**config.mk**
```make
export PLATFORM = sky130hd
export DESIGN_NAME = pixel_write_arbiter
export DESIGN_NICKNAME = d
export VERILOG_FILES = /design/src/rtl/pixel_write_arbiter.sv
export SDC_FILE = /design/constraint.sdc
export NUM_CORES = 1
export LEC_CHECK = 0
export ABC_CLOCK_PERIOD_IN_PS = 3180
export BUFFER_PORTS_ARGS = -buffer_cell sky130_fd_sc_hd__buf_4
export CORE_ASPECT_RATIO = 0.9
export CORE_UTILIZATION = 42
export CTS_BUF_LIST = sky130_fd_sc_hd__clkbuf_8
export CTS_CLUSTER_SIZE = 20
export DETAILED_ROUTE_END_ITERATION = 12
export HOLD_SLACK_MARGIN = 0.1
export PLACE_DENSITY = 0.9
export RECOVER_POWER = 50
export SLEW_MARGIN = 20
export SYNTH_ARGS = -nofsm -noshare
export SYNTH_HDL_FRONTEND = slang
export SYNTH_SLANG_ARGS = --single-unit
```
**constraint.sdc**
```tcl
create_clock -name CLOCK_50 -period 3.18 [get_ports CLOCK_50]
set_input_delay 0.318 -clock CLOCK_50 [delete_from_list [all_inputs] [get_ports CLOCK_50]]
set_output_delay 0.318 -clock CLOCK_50 [all_outputs]
set_load 0.005 [all_outputs]
```
**src/rtl/pixel_write_arbiter.sv**
```systemverilog
`default_nettype none
// +----------------------------------------------------------------------------+
// | pixel_write_arbiter: round-robin, lockable arbiter for the VGA write port.  |
// | Optional clipping of off-screen pixels: define PIXEL_ARB_CLIP_EN.          |
// | Revision: 1.0                                                              |
// +----------------------------------------------------------------------------+
module pixel_write_arbiter #(
  parameter int NREQ = 3,
  parameter int X_W  = 8,
  parameter int Y_W  = 7,
  parameter int C_W  = 3
) (
  input  logic                CLOCK_50,
  input  logic                resetn,
  input  logic                stall,
  input  logic [NREQ-1:0]     req,
  input  logic [NREQ-1:0]     lock,
  input  logic [NREQ*X_W-1:0] x_in,
  input  logic [NREQ*Y_W-1:0] y_in,
  input  logic [NREQ*C_W-1:0] colour_in,
  output logic [NREQ-1:0]     ack,
  output logic [X_W-1:0]      x,
  output logic [Y_W-1:0]      y,
  output logic [C_W-1:0]      colour,
  output logic                plot,
  output logic [1:0]          owner,
  output logic                locked,
  output logic [15:0]         clip_cnt
);

  localparam int c_X_LIMIT = 160;
  localparam int c_Y_LIMIT = 120;

  typedef enum logic [0:0] {
    ST_OPEN = 1'b0,
    ST_HELD = 1'b1
  } state_t;

  state_t         r_state;
  state_t         w_state_next;
  logic [1:0]     r_owner;
  logic [X_W-1:0] r_x;
  logic [Y_W-1:0] r_y;
  logic [C_W-1:0] r_colour;
  logic           r_plot;

  logic [NREQ-1:0] w_ack;
  logic            w_xfer;
  logic [1:0]      w_grant;
  logic            w_grant_lock;
  logic [X_W-1:0]  w_sel_x;
  logic [Y_W-1:0]  w_sel_y;
  logic [C_W-1:0]  w_sel_colour;
  logic            w_clip;

  // Grant decode: held owner only, else first requester after the last owner.
  always_comb begin
    int w_idx;
    w_ack        = '0;
    w_xfer       = 1'b0;
    w_grant      = r_owner;
    w_grant_lock = 1'b0;
    w_sel_x      = x_in[X_W-1:0];
    w_sel_y      = y_in[Y_W-1:0];
    w_sel_colour = colour_in[C_W-1:0];
    w_idx        = 0;
    if (resetn && !stall) begin
      if (r_state == ST_HELD) begin
        for (int i = 0; i < NREQ; i++) begin
          if (2'(i) == r_owner && req[i]) begin
            w_xfer  = 1'b1;
            w_grant = 2'(i);
          end
        end
      end else begin
        for (int k = 1; k <= NREQ; k++) begin
          w_idx = (int'(r_owner) + k) % NREQ;
          for (int i = 0; i < NREQ; i++) begin
            if (!w_xfer && i == w_idx && req[i]) begin
              w_xfer  = 1'b1;
              w_grant = 2'(i);
            end
          end
        end
      end
    end
    for (int i = 0; i < NREQ; i++) begin
      if (w_xfer && 2'(i) == w_grant) begin
        w_ack[i]     = 1'b1;
        w_grant_lock = lock[i];
        w_sel_x      = x_in[i*X_W +: X_W];
        w_sel_y      = y_in[i*Y_W +: Y_W];
        w_sel_colour = colour_in[i*C_W +: C_W];
      end
    end
  end

  // In HELD only the owner can transfer, so its lock bit alone picks the state.
  always_comb begin
    w_state_next = r_state;
    if (w_xfer) begin
      w_state_next = w_grant_lock ? ST_HELD : ST_OPEN;
    end
  end

`ifdef PIXEL_ARB_CLIP_EN
  logic [15:0] r_clip_cnt;

  assign w_clip = w_xfer &&
                  ((int'(w_sel_x) >= c_X_LIMIT) || (int'(w_sel_y) >= c_Y_LIMIT));

  always_ff @(posedge CLOCK_50) begin
    if (!resetn) begin
      r_clip_cnt <= '0;
    end else if (w_clip && r_clip_cnt != 16'hFFFF) begin
      r_clip_cnt <= r_clip_cnt + 16'd1;
    end
  end

  assign clip_cnt = r_clip_cnt;
`else
  assign w_clip   = 1'b0;
  assign clip_cnt = '0;
`endif

  always_ff @(posedge CLOCK_50) begin
    if (!resetn) begin
      r_state  <= ST_OPEN;
      r_owner  <= 2'(NREQ - 1);
      r_x      <= '0;
      r_y      <= '0;
      r_colour <= '0;
      r_plot   <= 1'b0;
    end else begin
      r_state <= w_state_next;
      r_plot  <= 1'b0;
      if (w_xfer) begin
        r_owner <= w_grant;
        if (!w_clip) begin
          r_x      <= w_sel_x;
          r_y      <= w_sel_y;
          r_colour <= w_sel_colour;
          r_plot   <= 1'b1;
        end
      end
    end
  end

  assign ack    = w_ack;
  assign x      = r_x;
  assign y      = r_y;
  assign colour = r_colour;
  assign plot   = r_plot;
  assign owner  = r_owner;
  assign locked = (r_state == ST_HELD);

endmodule
`default_nettype wire

```
; Yosys cells after proc, flatten, opt, wreduce, memory -nomap -nowiden
; Index checks and enable logic that the tools add are counted.
[word_totals]
regBits = 22
latchBits = 0
ram_bits = 0
rom_bits = 0
in_bits = 63
n_memories = 0
[op_classes]
addsub = 3
mul = 0
div_mod_pow = 3
order_cmp = 0
n_eq_ne = 10
shift = 0
n_mux = 58
n_bitwise = 0
n_reduce_logical = 38
[op_table]
columns = op, count
row1 = "== test 2 x 32 -> 1 bit, first input constant", 3
row2 = "== test 3 x 32 -> 1 bit, first input constant", 3
row3 = zero test 32 bit, 3
row4 = "modulo 32 x 3 -> 32 bit, second input constant", 3
row5 = two-way mux 1 bit, 38
row6 = two-way mux 2 bit, 14
row7 = logical AND 1 bit, 24
row8 = two-way mux 8 bit, 2
row9 = two-way mux 7 bit, 2
row10 = zero test 1 bit, 9
row11 = "adder 2 x 2 -> 3 bit, second input constant", 2
row12 = two-way mux 3 bit, 2
row13 = "== test 1 x 2 -> 1 bit, first input constant", 2
row14 = "== test 2 bit, first input constant", 2
row15 = zero test 2 bit, 2
row16 = "adder 2 x 1 -> 3 bit, second input constant", 1

; Logic depth before layout (Yosys ltp)
; Gate-level depths: netlist of the first run.
[logic_depth]
word_depth = 61
depth_mapped = 11
ltp_nobuf = 9

; Least setup slack after synthesis of the first run
; Ideal clock, no wire load.
[synth_timing]
path_type = register -> output
from = register r_owner[0] (netlist: owner[0])
to = output port ack[0]
t_arrival_ps = 2297
setup_slack_ps = 565
path_stages_with_launch = 9
path_cell_list = dfxtp_1 inv_1 ha_1 and2_1 or4_1 o211a_2 or2_4 nor3_4 buf_6
[synth_between]
elab_chain_cells = 58
elab_cells_between_ends = 93
cone_classes = add/sub (3) / div (3) / eq/ne (8) / mux (45) / reduce/logical (34)
[synth_rtl]
columns = item, line
row1 = from (decl), 41  ; logic [1:0] r_owner;
row2 = from (signal assigned), 129  ; r_owner <= 2'(NREQ - 1);
row3 = from (signal assigned), 138  ; r_owner <= w_grant;
row4 = adder 2 x 1 -> 3 bit, 77  ; w_idx = (int'(r_owner) + k) % NREQ;
row5 = modulo 32 x 3 -> 32 bit, 77
row6 = zero test 32 bit, 79  ; if (!w_xfer && i == w_idx && req[i]) begin
row7 = logical AND 1 bit, 79
row8 = two-way mux 1 bit, 79
row9 = two-way mux 1 bit, 68  ; if (r_state == ST_HELD) begin
row10 = two-way mux 1 bit, 67  ; if (resetn && !stall) begin
row11 = zero test 1 bit, 79
row12 = [... 41 more ...], n/a
row13 = zero test 1 bit, 79
row14 = logical AND 1 bit (2 in series), 79
row15 = two-way mux 2 bit, 79
row16 = two-way mux 2 bit, 68
row17 = two-way mux 2 bit, 67
row18 = zero test 2 bit, 88  ; if (w_xfer && 2'(i) == w_grant) begin
row19 = logical AND 1 bit (*), 88
row20 = two-way mux 1 bit (*), 88
row21 = to (decl), 21  ; output logic [NREQ-1:0] ack,
; Mark *: on every way between the ends. The rest lies on a longest branch, timed or not. The select of a mux whose other input is x is not followed.

; Worst setup path after layout of the first run
[layout_timing]
from = register r_owner[0] (netlist: owner[0])
to = output port ack[2]
[layout_between]
elab_chain_cells = 58
elab_cells_between_ends = 93
cone_classes = add/sub (3) / div (3) / eq/ne (9) / mux (45) / reduce/logical (33)
[layout_rtl]
columns = item, line
row1 = adder 2 x 1 -> 3 bit, 77
row2 = modulo 32 x 3 -> 32 bit, 77
row3 = zero test 32 bit, 79
row4 = logical AND 1 bit, 79
row5 = two-way mux 1 bit, 79
row6 = two-way mux 1 bit, 68
row7 = two-way mux 1 bit, 67
row8 = zero test 1 bit, 79
row9 = [... 41 more ...], n/a
row10 = zero test 1 bit, 79
row11 = logical AND 1 bit (2 in series), 79
row12 = two-way mux 2 bit, 79
row13 = two-way mux 2 bit, 68
row14 = two-way mux 2 bit, 67
row15 = == test 2 bit, 88
row16 = logical AND 1 bit (*), 88
row17 = two-way mux 1 bit (*), 88
; Marked as above.

==> results.py, run 1 <==
metrics = {
    "power_and_ir_drop": {
        "seqPwrFrac_pct": 38.5,
        "p_int_w": 0.000639,
        "combinationalPowerShare_pct": 39.0,
        "p_leak_nw": 1.02,
        "p_sw_w": 0.000281,
        "p_per_area_mw_per_mm2": 425,
        "switching_share_pct": 30.6,
        "ir_drop_mv": 0.241,
        "clkPwrFrac_pct": 22.5,
    },
    "clock_tree": {
        "htree_num_levels": 1,
        "clockBufferDepth": 2,
        "clock-root-buffer": "clkbuf_8",
        "cts-hold-fix-buffers": 0,
        "cts_tree": "built",
        "cts.sinks": 22,
        "cts_resized": 0,
        "cts_buffers": 3,
        "post_cts_buffers": 0,
        "clk_latency_ps": 270,
        "cts.clk_slew.worst_paths_ps": 80,
    },
    "die": {
        "die_area_mm2": 0.00371,
        "die_w_um": 64.1,
        "start_util_pct": 45.8,
        "rows": 19,
        "die_h_um": 57.9,
        "core_mm2": 0.00319,
        "ioPinCount": 104,
    },
    "synthesis": {
        "ys_ff_latch": 22,
        "netlist_area_mm2": 0.00146,
        "synth_edf_count": 0,
        "synthFlopType": "dfxtp_1",
        "ys_top_cells_by_count": "dfxtp_1, nor2_1, mux2i_1, buf_4, a221o_1",
        "synth_area_per_cell_um2": 9.47,
        "synthDistinctLibCells": 37,
        "yosysSeqAreaShare_pct": 30.2,
        "synth_top_area_share_pct": 30.2,
        "yosys_warnings": 0,
        "synth_area_leader_cell": "dfxtp_1",
        "syn_inst": 154,
        "async_flop_share_pct": 0,
        "netlist_top_cells_area": "dfxtp_1, mux2i_1, a221o_1",
    },
    "setup_path": {
        "path_cells": "inv_1, ha_1, and2_1, or4_1, o211a_2, nor2_1, and3_1, buf_4",
        "crit_path_end_kind": "primary output",
        "rr_endpoint": "x[7]",
        "reg2reg_slack_ps": 450,
        "crit_type": "reg2out",
        "worst-path-max-fanout": 8,
        "crit_family": "simple AND/OR/NAND/NOR gates",
        "crit_cells": 8,
        "slowest_delay_ps": 490,
        "worstPathArrival_ps": 2710,
        "critPathLaunch": "owner[0]",
        "setup.worst_path.end": "ack[2]",
        "slowest_stage": "or4_1",
        "cp.required_ps": 2860,
        "worstReg2RegStart": "owner[0]",
        "path_buf_inv": 2,
        "worstSetupStartpointType": "flip-flop",
        "reg2regPathDepth": 10,
    },
    "timing": {
        "setup_slack_ps": 154,
        "timing.final.crit_share_pct": 95.1,
        "fmax_mhz": 331,
        "holdWs_ps": 266,
        "setup_viol": 0,
        "fin_skew_ps": 3.23,
        "hold_violations": 0,
        "grt_setup_unrepaired": "false",
        "post-route-min-period_ps": 3030,
        "maxSlewViolCount": 0,
        "setup_tns_ps": 0,
    },
    "routing": {
        "wl_per_cell_um": 14.6,
        "drt-total-wl_um": 4220,
        "drt-initial-drc-count": 76,
        "vias_per_cell": 5.34,
        "num_vias": 1538,
        "drcViolationCount": 0,
        "drtAntennaViolNets": 0,
        "drt_pass1_iterations": 4,
    },
    "place": {
        "portBuffers": 87,
        "hpwl_um": 3310,
        "place.gp.congestion": 0.965,
        "dpl_worst_slack_ps": 491,
    },
    "min_path": {
        "hp-class": "in2reg",
    },
    "run_status": {
        "status": "finished clean",
    },
    "cells_and_area": {
        "areaGrowthSynthToFinish_pct": 48.3,
        "final_nets": 314,
        "num_antenna_cells": 0,
        "drive_gt1_share_pct": 45.1,
    },
    "grt": {
        "grt_pass1_vias": 1394,
        "grt_use_total_pct": 23.2,
        "antenna_found_initial": 0,
        "grt_pass1_wl_um": 6640,
        "overflow": 0,
        "grt_max_degree": 19,
    },
    "run": {
        "maxCapViolations": 0,
    },
}
==> final cells by class <==
cell class | instances | area [um2]
Clock buffer | 4 | 55.1
Multi-Input combinational cell | 120 | 882
Timing Repair Buffer | 96 | 717
Sequential cell | 22 | 440
Fill cell | 258 | 1020
Inverter | 4 | 15.0
Tap cell | 42 | 52.6
==> power by group through the flow <==
| stage | Sequential, W | Combinational, W | Clock (W) |
|---|---|---|---|
| floorplan | 0.000358 | 0.000195 | 0 |
| global placement | 0.000359 | 0.000353 | 0 |
| detailed placement | 0.000359 | 0.000363 | 0 |
| CTS | 0.000355 | 0.000363 | 0.000207 |
| global route | 0.000359 | 0.000391 | 0.000224 |
| finish | 0.000354 | 0.000359 | 0.000207 |
==> stage by stage <==
stage	power, W	util, %	instance area (um2)	std cells
global route	0.000974	67.9	2160	288
finish	0.000920	67.9	2160	288
floorplan	0.000553	-	1510	169
global placement	0.000712	66.3	2110	284
detailed placement	0.000722	66.3	2110	284
CTS	0.000925	68.0	2170	288
==> how the worst min path moves through the flow <==
stage | start | end | cells after the start
2_1_floorplan | resetn | owner[1] | 1
5_1_grt | y_in[17] | y[3] | 2
4_1_cts | y_in[19] | y[5] | 2
3_5_place_dp | y_in[17] | y[3] | 2
6_report | y_in[17] | y[3] | 2
3_3_place_gp | y_in[3] | y[3] | 2
==> routing by layer <==
metal	global-route usage, %	up-vias	routed length (um)
met4	5.71	0	38
li1	-	729	-
met3	6.10	5	366
met1	29.1	705	1700
met2	39.8	99	2120
met5	0	-	0
==> worst register-to-register path, cell delays in order (launching register included) <==
cell and delay [ps]:
dfxtp_1 390, inv_1 150, ha_1 390, nand2b_1 130
o22ai_1 100, a311o_1 400, inv_1 130, buf_4 320
mux2i_1 250, nor2_1 70, a221o_2 290
==> cells in the final DEF, fill, tap and decap left out <==
cell type  Yosys  routed
a21bo_2        1       1
a21oi_1        2       2
a221o_1       13      13
a221o_2        5       5
a221oi_1       2       2
a22oi_1        1       1
a311o_1        1       1
a311oi_2       1       1
a31oi_1        1       1
a32oi_1        1       1
and2_1         2       2
and3_1         1       1
buf_4         17      74
clkbuf_1       0       1
clkbuf_4       0      21
clkbuf_8       0       4
conb_1         1      16
dfxtp_1       22      22
ha_1           4       4
inv_1          4       4
mux2i_1       19      19
nand2_1        5       5
nand2b_1       5       5
nand4_1        1       1
nor2_1        22      22
nor2b_1        2       2
nor3_4         1       1
o211a_2        1       1
o211ai_1       1       1
o21a_1         1       1
o21ai_0        3       3
o21bai_1       2       2
o22ai_1        1       1
o311ai_0       1       1
o31ai_4        1       1
o32ai_2        1       1
or2_4          1       1
or4_1          1       1
==> cell families (layout without fill, tap and decap cells) <==
kind of cell             count (synthesis)  in the layout  share of synthesized area [%]
AO/OA/AOI/OAI                           40             40                           26.0
adder cells (fa/ha/maj)                  4              4                           3.43
buffers and inverters                   27            104                           13.1
flip-flops                              22             22                           30.2
multiplexers                            19             19                           13.0
other                                    1             16                          0.257
AND/OR/NAND/NOR                         41             41                           13.9
==> state kept, by name, indices dropped and copies added (netlist names) <==
signal	cells
colour	3
locked	1
owner	2
plot	1
x	8
y	7
(Power assumes the default switching activity.)
==> inputs of run 2 (changes only) <==
Settings changed: PLACE_DENSITY 0.9 to 0.91.
==> run 2 against run 1 <==
Clock power up 26%; die area unchanged; register-to-register slack worse by 180 ps; global-route usage down 1.1 points; via count down 2.0%; critical endpoint unchanged; first-iteration DRC count down 28%; cell area down 0.17%; critical path depth unchanged.
==> results.py, run 2 (same netlist as run 1, synthesis figures left out) <==
metrics = {
    "die": {
        "die_area_mm2": 0.00371,
        "die_h_um": 57.9,
        "die_w_um": 64.1,
        "rows": 19,
        "ioPinCount": 104,
        "core_mm2": 0.00319,
        "start_util_pct": 45.8,
    },
    "clock_tree": {
        "htree_num_levels": 1,
        "cts_tree": "built",
        "clock-root-buffer": "clkbuf_8",
        "clk_latency_ps": 260,
        "cts-hold-fix-buffers": 0,
        "cts_buffers": 3,
        "cts.sinks": 22,
        "post_cts_buffers": 0,
        "cts.clk_slew.worst_paths_ps": 80,
        "clockBufferDepth": 2,
    },
    "routing": {
        "vias_per_cell": 5.27,
        "num_vias": 1508,
        "drt_pass1_iterations": 4,
        "drtAntennaViolNets": 0,
        "drcViolationCount": 0,
        "drt-total-wl_um": 4110,
        "drt-initial-drc-count": 55,
        "wl_per_cell_um": 14.4,
    },
    "power_and_ir_drop": {
        "p_leak_nw": 1.02,
        "ir_drop_mv": 0.273,
        "p_per_area_mw_per_mm2": 448,
    },
    "timing": {
        "hold_violations": 0,
        "timing.final.crit_share_pct": 92.6,
        "setup_tns_ps": 0,
        "fin_skew_ps": 1.17,
        "holdWs_ps": 275,
        "grt_setup_unrepaired": "false",
        "fmax_mhz": 340,
        "post-route-min-period_ps": 2940,
        "maxSlewViolCount": 0,
        "setup_viol": 0,
    },
    "cells_and_area": {
        "num_antenna_cells": 0,
        "largest_register_ffs": 8,
        "drive_gt1_share_pct": 44.7,
        "fin_util_pct": 67.8,
        "layout_commonest_cell": "buf_4",
        "nFillCells": 263,
        "final_nets": 312,
        "areaGrowthSynthToFinish_pct": 48.1,
        "layout_common_cells": "buf_4, nor2_1, dfxtp_1",
    },
    "grt": {
        "overflow": 0,
        "use_met3_pct": 5.12,
        "grt_pass1_wl_um": 6410,
        "grt_max_degree": 18,
        "antenna_found_initial": 0,
        "use_met1_pct": 26.7,
        "grt.busiest_layer": "met2",
        "grt_use_total_pct": 22.1,
        "grt_pass1_vias": 1445,
        "grt.met2_usage_pct": 39.1,
    },
    "place": {
        "place.gp.congestion": 0.888,
        "portBuffers": 87,
        "hpwl_um": 3190,
    },
    "setup_path": {
        "worstSetupStartpointType": "flip-flop",
        "crit_type": "reg2out",
        "cp.required_ps": 2860,
        "worst-path-max-fanout": 8,
        "crit_path_end_kind": "primary output",
        "worstPathArrival_ps": 2630,
    },
    "run": {
        "maxCapViolations": 0,
    },
    "run_status": {
        "status": "finished clean",
    },
    "min_path": {
        "hp-class": "in2reg",
    },
}
-- run 2: final cells by class --
| cell class | count | area, um2 | area share, % |
|---|---|---|---|
| Clock buffer | 3 | 41.3 | 1.91 |
| Clock inverter | 1 | 30.0 | 1.39 |
| Tap cell | 42 | 52.6 | 2.43 |
| Timing Repair Buffer | 94 | 702 | 32.5 |
| Sequential cell | 22 | 440 | 20.4 |
| Multi-Input combinational cell | 120 | 877 | 40.6 |
| Inverter | 4 | 15.0 | 0.696 |
-- run 2: stage by stage --
stage	worst slack [ps]	instance area [um2]	power, W	cells
6_report	236	2160	0.000966	286
2_1_floorplan	565	1510	0.000553	169
5_1_grt	41.8	2160	0.00102	286
3_5_place_dp	349	2100	0.000715	282
3_3_place_gp	436	2100	0.000706	282
4_1_cts	122	2170	0.000976	286
-- run 2: final timing paths --
path | start | end | slack (ps) | cells after the start
max | owner[0] | ack[2] | 240 | 8
min | y_in[3] | y[3] | 270 | 2
max reg2reg | owner[0] | x[7] | 270 | 10
min reg2reg | y[6] | y[6] | 620 | 3
-- run 2: critical path, cell delays in order, from the launching register on --
cell and delay, ps:
dfxtp_1 380, inv_1 120, ha_1 320, and2_1 210, or4_1 460, o211a_2 180
nor2_1 200, and3_2 350, buf_4 150
-- run 2: repair_timing --
action                                  in CTS  in global routing
hold endpoints to repair                     0                  0
endpoints found under the setup margin       0                  1
resized for setup                            0                  1
-- run 2: per-layer routing --
metal / wire, um / vias to the layer above / part of all wire, %
li1: - / 724 / -
met1: 1700 / 689 / 41
met2: 2040 / 91 / 50
met3: 331 / 4 / 8.0
met4: 39 / 0 / 0.95
met5: 0 / - / 0
-- run 2: power breakdown --
group          internal [W]  switching (W)
clock network      0.000168      0.0000920
logic              0.000202       0.000153
registers          0.000323      0.0000276
total              0.000693       0.000273
